==> src/rtl/me_wb_pipe.sv <==
// me_wb_pipe: MEM->WB pipeline stage with a valid/ready handshake.
// A main register (M) feeds write-back. With SKID=1 a second register (S)
// absorbs the one entry that can arrive while in_ready is still registered
// high. With SKID=0 the stage is a single entry with combinational in_ready.
// Also selects the write-back value and counts retired entries.
module me_wb_pipe #(
    parameter int XLEN   = 32,
    parameter int REG_AW = 5,
    parameter int WBC_W  = 2,
    parameter int SKID   = 1,
    parameter int CNT_W  = 32
) (
    input  logic              clk,
    input  logic              rst,
    input  logic              flush_i,
    input  logic              in_valid,
    output logic              in_ready,
    input  logic [XLEN-1:0]   alu_result_m,
    input  logic [XLEN-1:0]   rdata_m,
    input  logic [XLEN-1:0]   pc_m,
    input  logic [REG_AW-1:0] rd_m,
    input  logic [WBC_W-1:0]  wb_ctrl_m,
    input  logic              we_reg_m,
    output logic              out_valid,
    input  logic              out_ready,
    output logic [XLEN-1:0]   alu_result_w,
    output logic [XLEN-1:0]   rdata_w,
    output logic [XLEN-1:0]   pc_w,
    output logic [REG_AW-1:0] rd_w,
    output logic [WBC_W-1:0]  wb_ctrl_w,
    output logic              we_reg_w,
    output logic [XLEN-1:0]   wb_data_w,
    output logic [CNT_W-1:0]  retire_cnt
);

    typedef enum logic [1:0] {
        ST_EMPTY = 2'd0,
        ST_FULL  = 2'd1,
        ST_SKID  = 2'd2
    } state_t;

    typedef struct packed {
        logic [XLEN-1:0]   alu;
        logic [XLEN-1:0]   rdata;
        logic [XLEN-1:0]   pc;
        logic [REG_AW-1:0] rd;
        logic [WBC_W-1:0]  ctrl;
        logic              we;
    } entry_t;

    state_t state, state_nxt;
    entry_t main_q, skid_q, in_entry;
    logic   rdy_q;
    logic   accept, retire;
    logic   load_main_in, load_main_skid, load_skid;

    // Bundle the incoming payload; x0 is never a real write target, so its
    // write enable is dropped at capture time.
    always_comb begin
        in_entry       = '0;
        in_entry.alu   = alu_result_m;
        in_entry.rdata = rdata_m;
        in_entry.pc    = pc_m;
        in_entry.rd    = rd_m;
        in_entry.ctrl  = wb_ctrl_m;
        in_entry.we    = we_reg_m & (rd_m != '0);
    end

    // State register.
    always_ff @(posedge clk or posedge rst) begin
        if (rst) begin
            state <= ST_EMPTY;
        end else begin
            state <= state_nxt;
        end
    end

    // Next-state: flush wins over everything and empties the stage.
    always_comb begin
        state_nxt = state;
        if (flush_i) begin
            state_nxt = ST_EMPTY;
        end else begin
            case (state)
                ST_EMPTY: if (accept) state_nxt = ST_FULL;
                ST_FULL: begin
                    if (accept && !retire)      state_nxt = ST_SKID;
                    else if (!accept && retire) state_nxt = ST_EMPTY;
                end
                ST_SKID:  if (retire) state_nxt = ST_FULL;
                default:  state_nxt = ST_EMPTY;
            endcase
        end
    end

    // Handshake outputs and register load controls derived from the state.
    always_comb begin
        out_valid      = (state != ST_EMPTY);
        in_ready       = (SKID != 0) ? rdy_q : (!rst && (!out_valid || out_ready));
        accept         = in_valid & in_ready;
        retire         = out_valid & out_ready;
        load_main_in   = 1'b0;
        load_main_skid = 1'b0;
        load_skid      = 1'b0;
        if (!flush_i) begin
            case (state)
                ST_EMPTY: load_main_in = accept;
                ST_FULL: begin
                    if (accept && retire) load_main_in = 1'b1;
                    else if (accept)      load_skid    = 1'b1;
                end
                ST_SKID:  load_main_skid = retire;
                default: ;
            endcase
        end
    end

    // Registered in_ready: low only while the skid register is occupied.
    always_ff @(posedge clk or posedge rst) begin
        if (rst) begin
            rdy_q <= 1'b0;
        end else begin
            rdy_q <= (state_nxt != ST_SKID);
        end
    end

    // Payload registers hold their contents unless explicitly loaded.
    always_ff @(posedge clk or posedge rst) begin
        if (rst) begin
            main_q <= '0;
            skid_q <= '0;
        end else begin
            if (load_main_in)        main_q <= in_entry;
            else if (load_main_skid) main_q <= skid_q;
            if (load_skid)           skid_q <= in_entry;
        end
    end

    // Retire counter; a retire in a flush cycle still counts.
    always_ff @(posedge clk or posedge rst) begin
        if (rst) begin
            retire_cnt <= '0;
        end else if (retire) begin
            retire_cnt <= retire_cnt + CNT_W'(1);
        end
    end

    assign alu_result_w = main_q.alu;
    assign rdata_w      = main_q.rdata;
    assign pc_w         = main_q.pc;
    assign rd_w         = main_q.rd;
    assign wb_ctrl_w    = main_q.ctrl;
    assign we_reg_w     = main_q.we & out_valid;

    // Write-back value select from the registered payload.
    always_comb begin
        case (wb_ctrl_w)
            WBC_W'(0): wb_data_w = alu_result_w;
            WBC_W'(1): wb_data_w = rdata_w;
            WBC_W'(2): wb_data_w = pc_w + XLEN'(4);
            default:   wb_data_w = alu_result_w;
        endcase
    end

endmodule

==> config.mk <==
export PLATFORM = sky130hd
export DESIGN_NAME = me_wb_pipe
export DESIGN_NICKNAME = d
export VERILOG_FILES = /design/src/rtl/me_wb_pipe.sv
export SDC_FILE = /design/constraint.sdc
export NUM_CORES = 1
export LEC_CHECK = 0
export ABC_CLOCK_PERIOD_IN_PS = 14000
export BUFFER_PORTS_ARGS = -buffer_cell sky130_fd_sc_hd__buf_4
export CAP_MARGIN = 20
export CORE_ASPECT_RATIO = 0.75
export CORE_MARGIN = 2
export CORE_UTILIZATION = 45
export CTS_CLUSTER_SIZE = 20
export DETAILED_ROUTE_END_ITERATION = 12
export GPL_ROUTABILITY_DRIVEN = 0
export PLACE_DENSITY_LB_ADDON = 0.25
export SYNTH_ARGS = -nofsm -noshare
export SYNTH_HDL_FRONTEND = slang
export SYNTH_SLANG_ARGS = --single-unit
==> constraint.sdc <==
create_clock -name clk -period 14 [get_ports clk]
set_input_delay 4.2 -clock clk [delete_from_list [all_inputs] [get_ports clk]]
set_output_delay 4.2 -clock clk [all_outputs]
set_load 0.05 [all_outputs]
==> flow_metrics.env <==
export IMPL_status="finished, final reports clean"
export IMPL_grt_ovfl_total=0
export IMPL_hold_path_class="reg -> reg"
export IMPL_clk_pin_slew_worst_paths_ns=0.06
export IMPL_hold_depth=1
export IMPL_dr_pass1_iters=6
export IMPL_rows=52
export IMPL_nets=1403
export IMPL_vias_per_cell=5.44
export IMPL_cts_tree="yes"
export IMPL_synth_xor_area_share_pct=4.06
export IMPL_path_class="reg -> out"
export IMPL_postRouteWirelength_mm=33.5
export IMPL_grt_pass1_vias=8676
export IMPL_root_buffer="clkbuf_16"
export IMPL_port_buffers=278
export IMPL_layout_min_cycle_time_ns=7.08
export IMPL_worstHoldStart="retire_cnt[31]"
export IMPL_ys_flop_type="dfrtp_1"
export IMPL_cts_resized=0
export IMPL_slew_violations=0
export IMPL_start_util_pct=45.6
export IMPL_critPathArrivalTime_ns=2.88
export IMPL_synth_seq_area_share_pct=49.5
export IMPL_dr_first_iter_drc_count=509
export IMPL_syn_area_per_cell_um2=10.8
export IMPL_comb_power_share_pct=34.9
export IMPL_nFillCells=2374
export IMPL_p_seq_share_pct=38.5
export IMPL_power_density_nw_per_um2=176
export IMPL_timing_rr_end="rdata_w[19]"
export IMPL_vdd_drop_max_mv=0.104
export IMPL_postSynth_asyncResetShare_pct=100
export IMPL_final_area_um2=14600
export IMPL_fin_skew_ns=0.0107
export IMPL_die_h_um=147
export IMPL_hold_viol=0
export IMPL_p_sw_share_pct=39.4
export IMPL_yosysWarningCount=0
export IMPL_synth_compound_area_share_pct=8.57
export IMPL_whs_ns=0.482
export IMPL_fin_util_pct=54.4
export IMPL_wl_per_cell_um=20.2
export IMPL_synth_fa_ha_area_share_pct=0.407
export IMPL_fin_crit_sh_pct=50.6
export IMPL_diodes=0
export IMPL_crit_fanout=7
export IMPL_synth_area_leaders="dfrtp_1 (50%), mux2_2 (9.5%), mux2i_1 (7.4%), buf_4 (7.0%), nand2_1 (4.9%)"
export IMPL_synth_edff_count=0
export IMPL_slew_headroom_pct=38.4
export IMPL_cp_start_kind="flop"
export IMPL_cts_sinks=243
export IMPL_post_cts_buffers=0
export IMPL_worst_pin_slew_ns=0.924
export IMPL_cts_made_buffers=25
export IMPL_holdBufCountCts=0
export IMPL_htreeDepth=1
export IMPL_grt_max_degree=206
export IMPL_ioPinCount=279
export IMPL_rrSetupSlack_ns=10.74
export IMPL_cp_end_kind="output port"
export IMPL_design_core_area_um2=26900
export IMPL_synthCells=1139
export IMPL_synth_top_family_by_area="multiplexers"
export IMPL_r2r_start="state[1]"
export IMPL_clockBufferDepth=3
export IMPL_grt_first_pass_wirelength_mm=51.7
export IMPL_ys_ff_latch=243
export IMPL_max_freq_ghz=0.141
export IMPL_ys_types=54
export IMPL_synthesis_area_um2=12300
export IMPL_track_usage_pct=23.2
export IMPL_dp_hpwl_mm=23.6
export IMPL_clock_power_share_pct=26.6
export IMPL_synthMuxAreaShare_pct=17.0
export IMPL_vias=9000
export IMPL_final_cell_mix="buf_4 (285), dfrtp_1 (243), nand2_1 (160)"
export IMPL_p_leak_nw=6.48
export IMPL_cap_violations=0
export IMPL_route_detailed_drc=0
export IMPL_die_w_um=195
export IMPL_setup_viol=0
export IMPL_internal_power_mw=1.56
export IMPL_drive_above_1_share_pct=34.4
export IMPL_finalSetupTns_ns=0
export IMPL_ant_nets=0
export IMPL_final_common_cell="buf_4"
export IMPL_place_area_um2=13800
export IMPL_synth_fp_nets=1252
export IMPL_rsz0062_at_grt="no"
export IMPL_area_growth_syn_to_layout_pct=19.2
export IMPL_die_area_um2=28600
export IMPL_yosys_area_top_type="dfrtp_1"
export IMPL_synthSimpleGateAreaFrac_pct=11.2
export IMPL_hold_path_endpoint="retire_cnt[31]"
export IMPL_rr_worst_depth=5
export IMPL_synth_top_area_share_pct=49.5
export IMPL_worstPathRequired_ns=9.80
export IMPL_insertion_delay_ns=0.52
export IMPL_antenna_found_initial=0
export IMPL_netSwitchingPower_mw=1.02
## registers in the layout, indices dropped and copies added, names as in the netlist
| name | count |
|---|---|
| wb_ctrl_w | 2 |
| state | 2 |
| in_ready | 1 |
| rdata_w | 32 |
| alu_result_w | 32 |
| rd_w | 5 |
| main_q | 1 |
| skid_q | 104 |
| retire_cnt | 32 |
| pc_w | 32 |
## Yosys cell counts (2+ instances only)
cell type and count:
o21ai_0 50, nor3_1 6, a22o_1 2, xor2_1 19
nor4_4 3, nor4_1 2, o21ai_1 71, nor4_2 2
a21o_1 2, o221ai_2 2, a22oi_1 13, nand4_1 19
and4_1 6, mux2_2 104, inv_1 15, mux2i_1 91
ha_1 4, o22ai_1 2, o221ai_1 8, and2_1 3
nor2b_1 2, nand3_1 25, a21oi_1 21, nand2_1 161
clkbuf_1 13, buf_2 30, nor3_2 3, buf_4 115
xnor2_1 38, nor2_1 28, and3_1 9, dfrtp_1 243
clkbuf_2 2, a221oi_1 5
## power by group through the flow
| stage | Combinational, mW | Clock, mW | Sequential, mW |
|---|---|---|---|
| 6_report | 0.901 | 0.685 | 0.993 |
| 2_1_floorplan | 0.691 | 0 | 0.978 |
| 5_1_grt | 0.954 | 0.730 | 1.01 |
| 3_5_place_dp | 0.906 | 0 | 1.00 |
| 4_1_cts | 0.908 | 0.698 | 0.991 |
| 3_3_place_gp | 0.895 | 0 | 0.996 |
## metrics by stage
stage	cells	worst slack [ns]	total power, mW
6_report	1655	6.92	2.58
5_1_grt	1655	6.70	2.70
4_1_cts	1655	6.86	2.60
3_5_place_dp	1614	6.89	1.91
3_3_place_gp	1614	6.96	1.89
2_1_floorplan	1139	3.13	1.67
## worst max-delay path by stage
| stage | startpoint | endpoint | slack, ns | cells after the start |
|---|---|---|---|---|
| after floorplan | rst | alu_result_w[0] | 3.13 | 1 |
| after global placement | flush_i | rdata_w[18] | 6.96 | 6 |
| after detailed placement | flush_i | rdata_w[22] | 6.89 | 6 |
| after CTS | pc_w[5] | wb_data_w[11] | 6.86 | 6 |
| after global routing | pc_w[2] | wb_data_w[14] | 6.70 | 7 |
| final | pc_w[12] | wb_data_w[31] | 6.92 | 6 |
## cell type report
type                       count  area (um2)  area share, %
sequential                   243        6080           41.5
multi-input combinational    719        5070           34.6
timing repair buffer         286        2160           14.8
clock buffer                  34         709           4.85
tap                          351         439           3.00
clock inverter                 7         116          0.795
inverter                      15        63.8          0.436
## critical path, stage by stage, from the launching register on
cell     delay (ns)
dfrtp_1        0.57
nand4_2        0.20
nor4_2         0.59
nand4_1        0.38
xor2_1         0.25
o22ai_1        0.14
buf_4          0.23
## cells by family after synthesis
group / count (synthesis)
AOI/OAI and AO/OA: 182
and+or+nand+nor: 281
muxes: 195
xor gates and xnor gates: 57
adders and majority gates: 4
DFF: 243
buffers and inverters: 177
## routing by layer
| metal | GRT usage, % | wire length (um) |
|---|---|---|
| met1 | 33.0 | 15000 |
| met2 | 35.6 | 15200 |
| met3 | 5.95 | 2610 |
| met4 | 5.46 | 769 |
| met5 | 0 | 0 |
No activity file was read; power rests on OpenSTA's default activity.
